**config.mk**
```make
export PLATFORM = sky130hd
export DESIGN_NAME = memcheck
export DESIGN_NICKNAME = d
export VERILOG_FILES = /design/src/rtl/memcheck.sv
export SDC_FILE = /design/constraint.sdc
export NUM_CORES = 1
export LEC_CHECK = 0
export ABC_CLOCK_PERIOD_IN_PS = 3900
export CORE_MARGIN = 2
export CORE_UTILIZATION = 42
export CTS_CLUSTER_DIAMETER = 40
export DETAILED_ROUTE_END_ITERATION = 12
export PLACE_DENSITY = 0.81
export SETUP_SLACK_MARGIN = 0.4
export SLEW_MARGIN = 0
export SYNTH_ARGS = -nofsm -noshare
export SYNTH_HDL_FRONTEND = slang
export SYNTH_SLANG_ARGS = --single-unit
```
**constraint.sdc**
```tcl
create_clock -name clk -period 3.9 [get_ports clk]
set_clock_uncertainty 0.15 [all_clocks]
set_input_delay 0.78 -clock clk [delete_from_list [all_inputs] [get_ports clk]]
set_output_delay 0.78 -clock clk [all_outputs]
set_load 0.01 [all_outputs]
```
**src/rtl/memcheck.sv**
```systemverilog
// Read-only checker that walks a byte region through the memory controller and
// compares each byte with an expected fill value, reporting mismatches.
module memcheck #(
    parameter int MEMORY_CONTROLLER_ADDR_SIZE = 32,
    parameter int MEMORY_CONTROLLER_DATA_SIZE = 32,
    parameter int MAX_BYTES                   = 32
) (
    input  logic                                   clk,
    input  logic                                   reset,
    input  logic                                   start,
    input  logic [MEMORY_CONTROLLER_ADDR_SIZE-1:0] m,
    input  logic [MEMORY_CONTROLLER_DATA_SIZE-1:0] c,
    input  logic [MEMORY_CONTROLLER_DATA_SIZE-1:0] n,
    output logic                                   finish,
    output logic                                   pass,
    output logic [5:0]                             mismatch_count,
    output logic [MEMORY_CONTROLLER_ADDR_SIZE-1:0] first_bad_addr,
    output logic [MEMORY_CONTROLLER_ADDR_SIZE-1:0] memory_controller_address,
    output logic                                   memory_controller_write_enable,
    output logic [MEMORY_CONTROLLER_DATA_SIZE-1:0] memory_controller_in,
    input  logic [MEMORY_CONTROLLER_DATA_SIZE-1:0] memory_controller_out
);

    localparam int AW = MEMORY_CONTROLLER_ADDR_SIZE;
    localparam int DW = MEMORY_CONTROLLER_DATA_SIZE;

    localparam logic [2:0] S_IDLE  = 3'd0;
    localparam logic [2:0] S_SETUP = 3'd1;
    localparam logic [2:0] S_ISSUE = 3'd2;
    localparam logic [2:0] S_READ  = 3'd3;
    localparam logic [2:0] S_DONE  = 3'd4;

    localparam logic [5:0] MAXB = 6'(MAX_BYTES);

    logic [2:0]    r_state;
    logic [AW-1:0] r_m;
    logic [7:0]    r_c;
    logic [5:0]    r_cnt;
    logic [5:0]    r_idx;
    logic [5:0]    r_mis;
    logic [AW-1:0] r_fba;
    logic          r_pass;
    logic          r_finish;

    logic [5:0]    w_eff;
    logic [5:0]    w_idx_nxt;
    logic [AW-1:0] w_addr;
    logic          w_bad;
    logic          w_active;
    logic          w_unused;

    // Counts at or above MAX_BYTES clamp to MAX_BYTES; below that n fits in 6 bits.
    assign w_eff     = (n >= DW'(MAX_BYTES)) ? MAXB : n[5:0];
    assign w_idx_nxt = r_idx + 6'd1;
    assign w_addr    = r_m + {{(AW-6){1'b0}}, r_idx};
    assign w_bad     = (memory_controller_out[7:0] != r_c);
    assign w_active  = (r_state == S_ISSUE) || (r_state == S_READ);
    assign w_unused  = ^{c[DW-1:8], memory_controller_out[DW-1:8]};

    assign memory_controller_address      = w_active ? w_addr : '0;
    assign memory_controller_write_enable = 1'b0;
    assign memory_controller_in           = '0;

    assign finish         = r_finish;
    assign pass           = r_pass;
    assign mismatch_count = r_mis;
    assign first_bad_addr = r_fba;

    always_ff @(posedge clk or posedge reset) begin
        if (reset) begin
            r_state  <= S_IDLE;
            r_m      <= '0;
            r_c      <= '0;
            r_cnt    <= '0;
            r_idx    <= '0;
            r_mis    <= '0;
            r_fba    <= '0;
            r_pass   <= 1'b0;
            r_finish <= 1'b0;
        end else begin
            r_finish <= 1'b0;
            case (r_state)
                S_IDLE: begin
                    if (start) r_state <= S_SETUP;
                end
                S_SETUP: begin
                    r_m     <= m;
                    r_c     <= c[7:0];
                    r_cnt   <= w_eff;
                    r_idx   <= '0;
                    r_mis   <= '0;
                    r_fba   <= '0;
                    r_pass  <= 1'b0;
                    r_state <= (w_eff == 6'd0) ? S_DONE : S_ISSUE;
                end
                S_ISSUE: begin
                    r_state <= S_READ;
                end
                S_READ: begin
                    // Read data for the address issued last cycle is valid now.
                    if (w_bad) begin
                        r_mis <= r_mis + 6'd1;
                        if (r_mis == 6'd0) r_fba <= w_addr;
                    end
                    r_idx   <= w_idx_nxt;
                    r_state <= (w_idx_nxt == r_cnt) ? S_DONE : S_ISSUE;
                end
                S_DONE: begin
                    r_finish <= 1'b1;
                    r_pass   <= (r_mis == 6'd0);
                    r_state  <= S_IDLE;
                end
                default: r_state <= S_IDLE;
            endcase
        end
    end

endmodule

```
# After elaboration in Yosys (flattened, before gate mapping)
# Cells that the tools add are included.
# totals
out_inout_bits	105
inputBits	131
register_bits	95
# classes
n_mux	14
n_lt_le_gt_ge	1
eq_ne	9
n_reduce_logical	8
n_addsub	3
# ops
operator	count
$mux 32	3
$pmux 32 s2	1
$add 32x6->32	1
$ge 32x6->1 const B	1
$pmux 6 s2	2
$add 6x1->6 const B	2
$logic_not 6->1	2
$mux 6	2
$pmux 3 s4	1
$mux 3	3
$ne 8x8->1	1
$eq 3x2->1 const B	2
$eq 6x6->1	1
$ne 2x2->1 const B	2
$reduce_bool 2->1	2
$eq 3x1->1 const B	1
$eq 3x3->1 const B	1
$logic_not 3->1	1
$reduce_and 3->1	1
$ne 2x1->1 const B	1
$pmux 1 s2	1
$reduce_and 2->1	1
$logic_or 1x1->1	1
$mux 1	1

# Depth between registers and ports, before layout
# logic_depth
depth_word	5
ltp_mapped	9
ltp_nobuf	8

# Worst setup path after synthesis
# OpenSTA, ideal clock, no wires.
# synth_path
path_kind	register to output
start	reg r_idx[0]
end	out memory_controller_address[28]
required_time_ns	2.970
t_arrival_ns	2.185
path_slack_ns	0.785
stages_incl_launch_ff	9
path_buffers	0
path_cell_list	dfrtp_1 -> ha_1 -> fa_1 -> a21oi_1 -> o21ai_0 -> a21oi_1 -> nor3_1 -> xnor2_1 -> nor2_1
# synth_via
elab_chain_cells	2
# synth_lines
element	line	text
start: declaration	39	logic [5:0] r_idx;
start signal: assignment	105	r_idx <= w_idx_nxt;
$add 32x6->32	55	assign w_addr = r_m + {{(AW-6){1'b0}}, r_idx};
$mux 32	60	assign memory_controller_address = w_active ? w_addr : '0;
end: declaration	18	output logic [MEMORY_CONTROLLER_ADDR_SIZE-1:0] memory_controller_address,
# Every way passes these cells.

# Final worst setup path
# layout_path
start	reg r_m[0]
end	out memory_controller_address[30]
# layout_via
elab_chain_cells	2
# layout_lines
element	line	text
start: declaration	36	logic [AW-1:0] r_m;
start signal: assignment	87	r_m <= m;
$add 32x6->32	55	
$mux 32	60	
# Every way passes these cells.

==> flow_summary.json <==
{
  "core_area_sq_um": 11900,
  "crit_type": "reg -> out",
  "grt_pass1_vias": 4725,
  "critPathArrivalTime_ps": 2570,
  "slew_viol_final": 0,
  "syn_inst": 576,
  "yosysWarnings": 0,
  "finalHoldViolations": 0,
  "synth_seq_cells": 95,
  "initial_core_util_pct": 42.7,
  "path_max_fanout": 7,
  "grt_use_total_pct": 22.8,
  "vias": 4648,
  "netlist_area_sq_um": 5090,
  "final_antenna_net_count": 0,
  "r2r_end": "first_bad_addr[16]",
  "place_ws_ps": 122,
  "cts_buffers": 9,
  "cp-startpoint": "r_m[0]",
  "detail_route.wl_per_cell_um": 16.1,
  "post-route-min-period_ps": 3500,
  "grt_overflow": 0,
  "pin_count": 236,
  "cts_tree": "built",
  "min_from": "first_bad_addr[31]",
  "hold_class": "reg -> reg",
  "grt_max_degree": 56,
  "clk_pin_slew_ps": 60,
  "place_area_sq_um": 6660,
  "final_common_cell": "nand2_1",
  "clock_latency_ps": 340,
  "antenna_found_initial": 0,
  "timing.rr.start": "r_m[0]",
  "diodes": 0,
  "status": "finished clean",
  "yosysSeqAreaShare_pct": 46.7,
  "clockBufferDepth": 2,
  "mostFrequentLayoutCells": "nand2_1, clkdlybuf4s50_1, dfrtp_1",
  "dp_hpwl_mm": 10.0,
  "route.detailed.drc": 0,
  "h-tree-depth": 3,
  "whs_path_depth": 2,
  "timing.reg2reg.setup_slack_ps": 1100,
  "slew_headroom_pct": 26.9,
  "gp_congestion": 0.832,
  "fp-row-count": 40,
  "power.density_nw_per_um2": 899,
  "post-route-period-util_pct": 89.8,
  "setup_slack_ps": 399,
  "area_growth_pct": 45.4,
  "cts_sinks": 95,
  "die_x_um": 114,
  "ys_types": 48,
  "reg2reg_depth": 14,
  "drv_cap": 0,
  "synth_area_per_cell_sq_um": 8.83,
  "first_pass_iters": 4,
  "required_ps": 2970,
  "endpoint_kind": "output port",
  "start_kind": "register",
  "grt_pass1_wl_mm": 23.2,
  "clockRootBuffer": "clkbuf_16",
  "timing.hold.ws_ps": 327,
  "worst_pin_slew_ps": 1090,
  "drt-initial-drc-count": 249,
  "power_w": 0.00665,
  "max-vdd-ir-drop_mv": 0.372,
  "cts_hold_buf": 0,
  "hold_end": "first_bad_addr[31]",
  "die_height_um": 114,
  "fmax_mhz": 286,
  "rsz0062_at_grt": "true",
  "setup_viol": 0,
  "io_buffers": 154,
  "die_area_sq_um": 13000,
  "fin_setup_tns_ps": 0,
  "vias_per_cell": 5.07,
  "stdcell_area_sq_um": 7400,
  "power_leakage_nw": 3.25,
  "wirelength_mm": 14.8,
  "drive_gt1_share_pct": 15.3,
  "layout.nets": 906
}
[where the power goes]
| part | switching, W | total, W | internal, W | leakage (nW) |
|---|---|---|---|---|
| sequential | 0.000308 | 0.00164 | 0.00133 | 1.08 |
| combinational | 0.00204 | 0.00406 | 0.00202 | 2.01 |
| clock | 0.000376 | 0.000950 | 0.000574 | 0.155 |
| total | 0.00273 | 0.00665 | 0.00392 | 3.25 |
[kinds of logic after synthesis]
logic type	Yosys count	synth area share [%]
fa+ha+maj	10	2.61
mux	7	1.52
compound gates	65	7.87
buf+inv	64	7.40
other cells	1	0.0737
flops	95	46.7
simple gates	286	25.5
xor+xnor	48	8.26
[routing by layer]
metal,GRT usage (%),routed length (um),vias up
met2,39.1,7610,164
met1,27.6,6040,2245
met3,5.24,734,29
li1,-,-,2210
met4,9.59,382,0
met5,0,0,-
[cell usage after synthesis, drive strengths merged]
library cell | n | area (sq um)
a211o | 1 | 8.76
a211oi | 1 | 7.51
a21o | 5 | 37.5
a21oi | 7 | 35.0
a22o | 8 | 70.1
and2 | 2 | 12.5
and3 | 3 | 18.8
and4 | 1 | 8.76
buf | 38 | 279
clkbuf | 19 | 71.3
conb | 1 | 3.75
dfrtp | 95 | 2380
fa | 1 | 20.0
ha | 9 | 113
inv | 7 | 26.3
mux2 | 6 | 67.6
mux2i | 1 | 10.0
nand2 | 169 | 634
nand2b | 3 | 18.8
nand3 | 17 | 97.6
nand3b | 2 | 15.0
nand4 | 9 | 71.3
nor2 | 45 | 169
nor2b | 4 | 25.0
nor3 | 12 | 71.3
nor3b | 4 | 35.0
nor4 | 8 | 50.1
nor4b | 2 | 38.8
o2111a | 1 | 11.3
o21ai | 37 | 189
o21bai | 1 | 7.51
o22ai | 1 | 6.26
o31ai | 3 | 27.5
or2 | 1 | 6.26
or3 | 3 | 18.8
or4 | 1 | 7.51
xnor2 | 28 | 245
xor2 | 20 | 175
[timing repair]
action | CTS | global route
setup endpoints to repair | 26 | 23
setup buffers | 29 | 12
gates resized for setup | 56 | 37
cloned | 1 | 0
pin swaps | 13 | 20
[final cells by class]
cell class	count	area (sq um)
inverter	7	28.8
clock inverter	4	70.1
tap	147	184
timing repair buffer	202	1850
sequential	95	2380
multi-input combinational	450	2640
clock buffer	11	243
fill	993	4510
[worst max path at each step]
stage / endpoint
2_1_floorplan: finish
3_3_place_gp: memory_controller_address[25]
3_5_place_dp: memory_controller_address[25]
4_1_cts: memory_controller_address[25]
5_1_grt: memory_controller_address[30]
6_report: memory_controller_address[30]
[per-stage QoR]
stage                     util [%]  instances
after global placement        55.9        859
after global routing          62.1        916
after detailed placement      55.9        859
after CTS                     61.1        904
final                         62.1        916
after floorplan                  -        608
[registers in the layout (all words and copies together), names as in the netlist]
signal / cells
first_bad_addr: 32
r_c: 8
r_idx: 6
mismatch_count: 6
finish: 1
r_m: 32
r_state: 3
r_cnt: 6
pass: 1
[worst max-delay path, stage by stage, from the launching register on]
cell and delay, ps:
dfrtp_1 420, ha_4 200, fa_2 400, a21oi_4 190, o21ai_2 90, a21oi_2 150
buf_6 160, nor3_1 70, xnor2_1 140, nor2_1 160, clkdlybuf4s15_2 240
No activity file was read; power rests on OpenSTA's default activity.
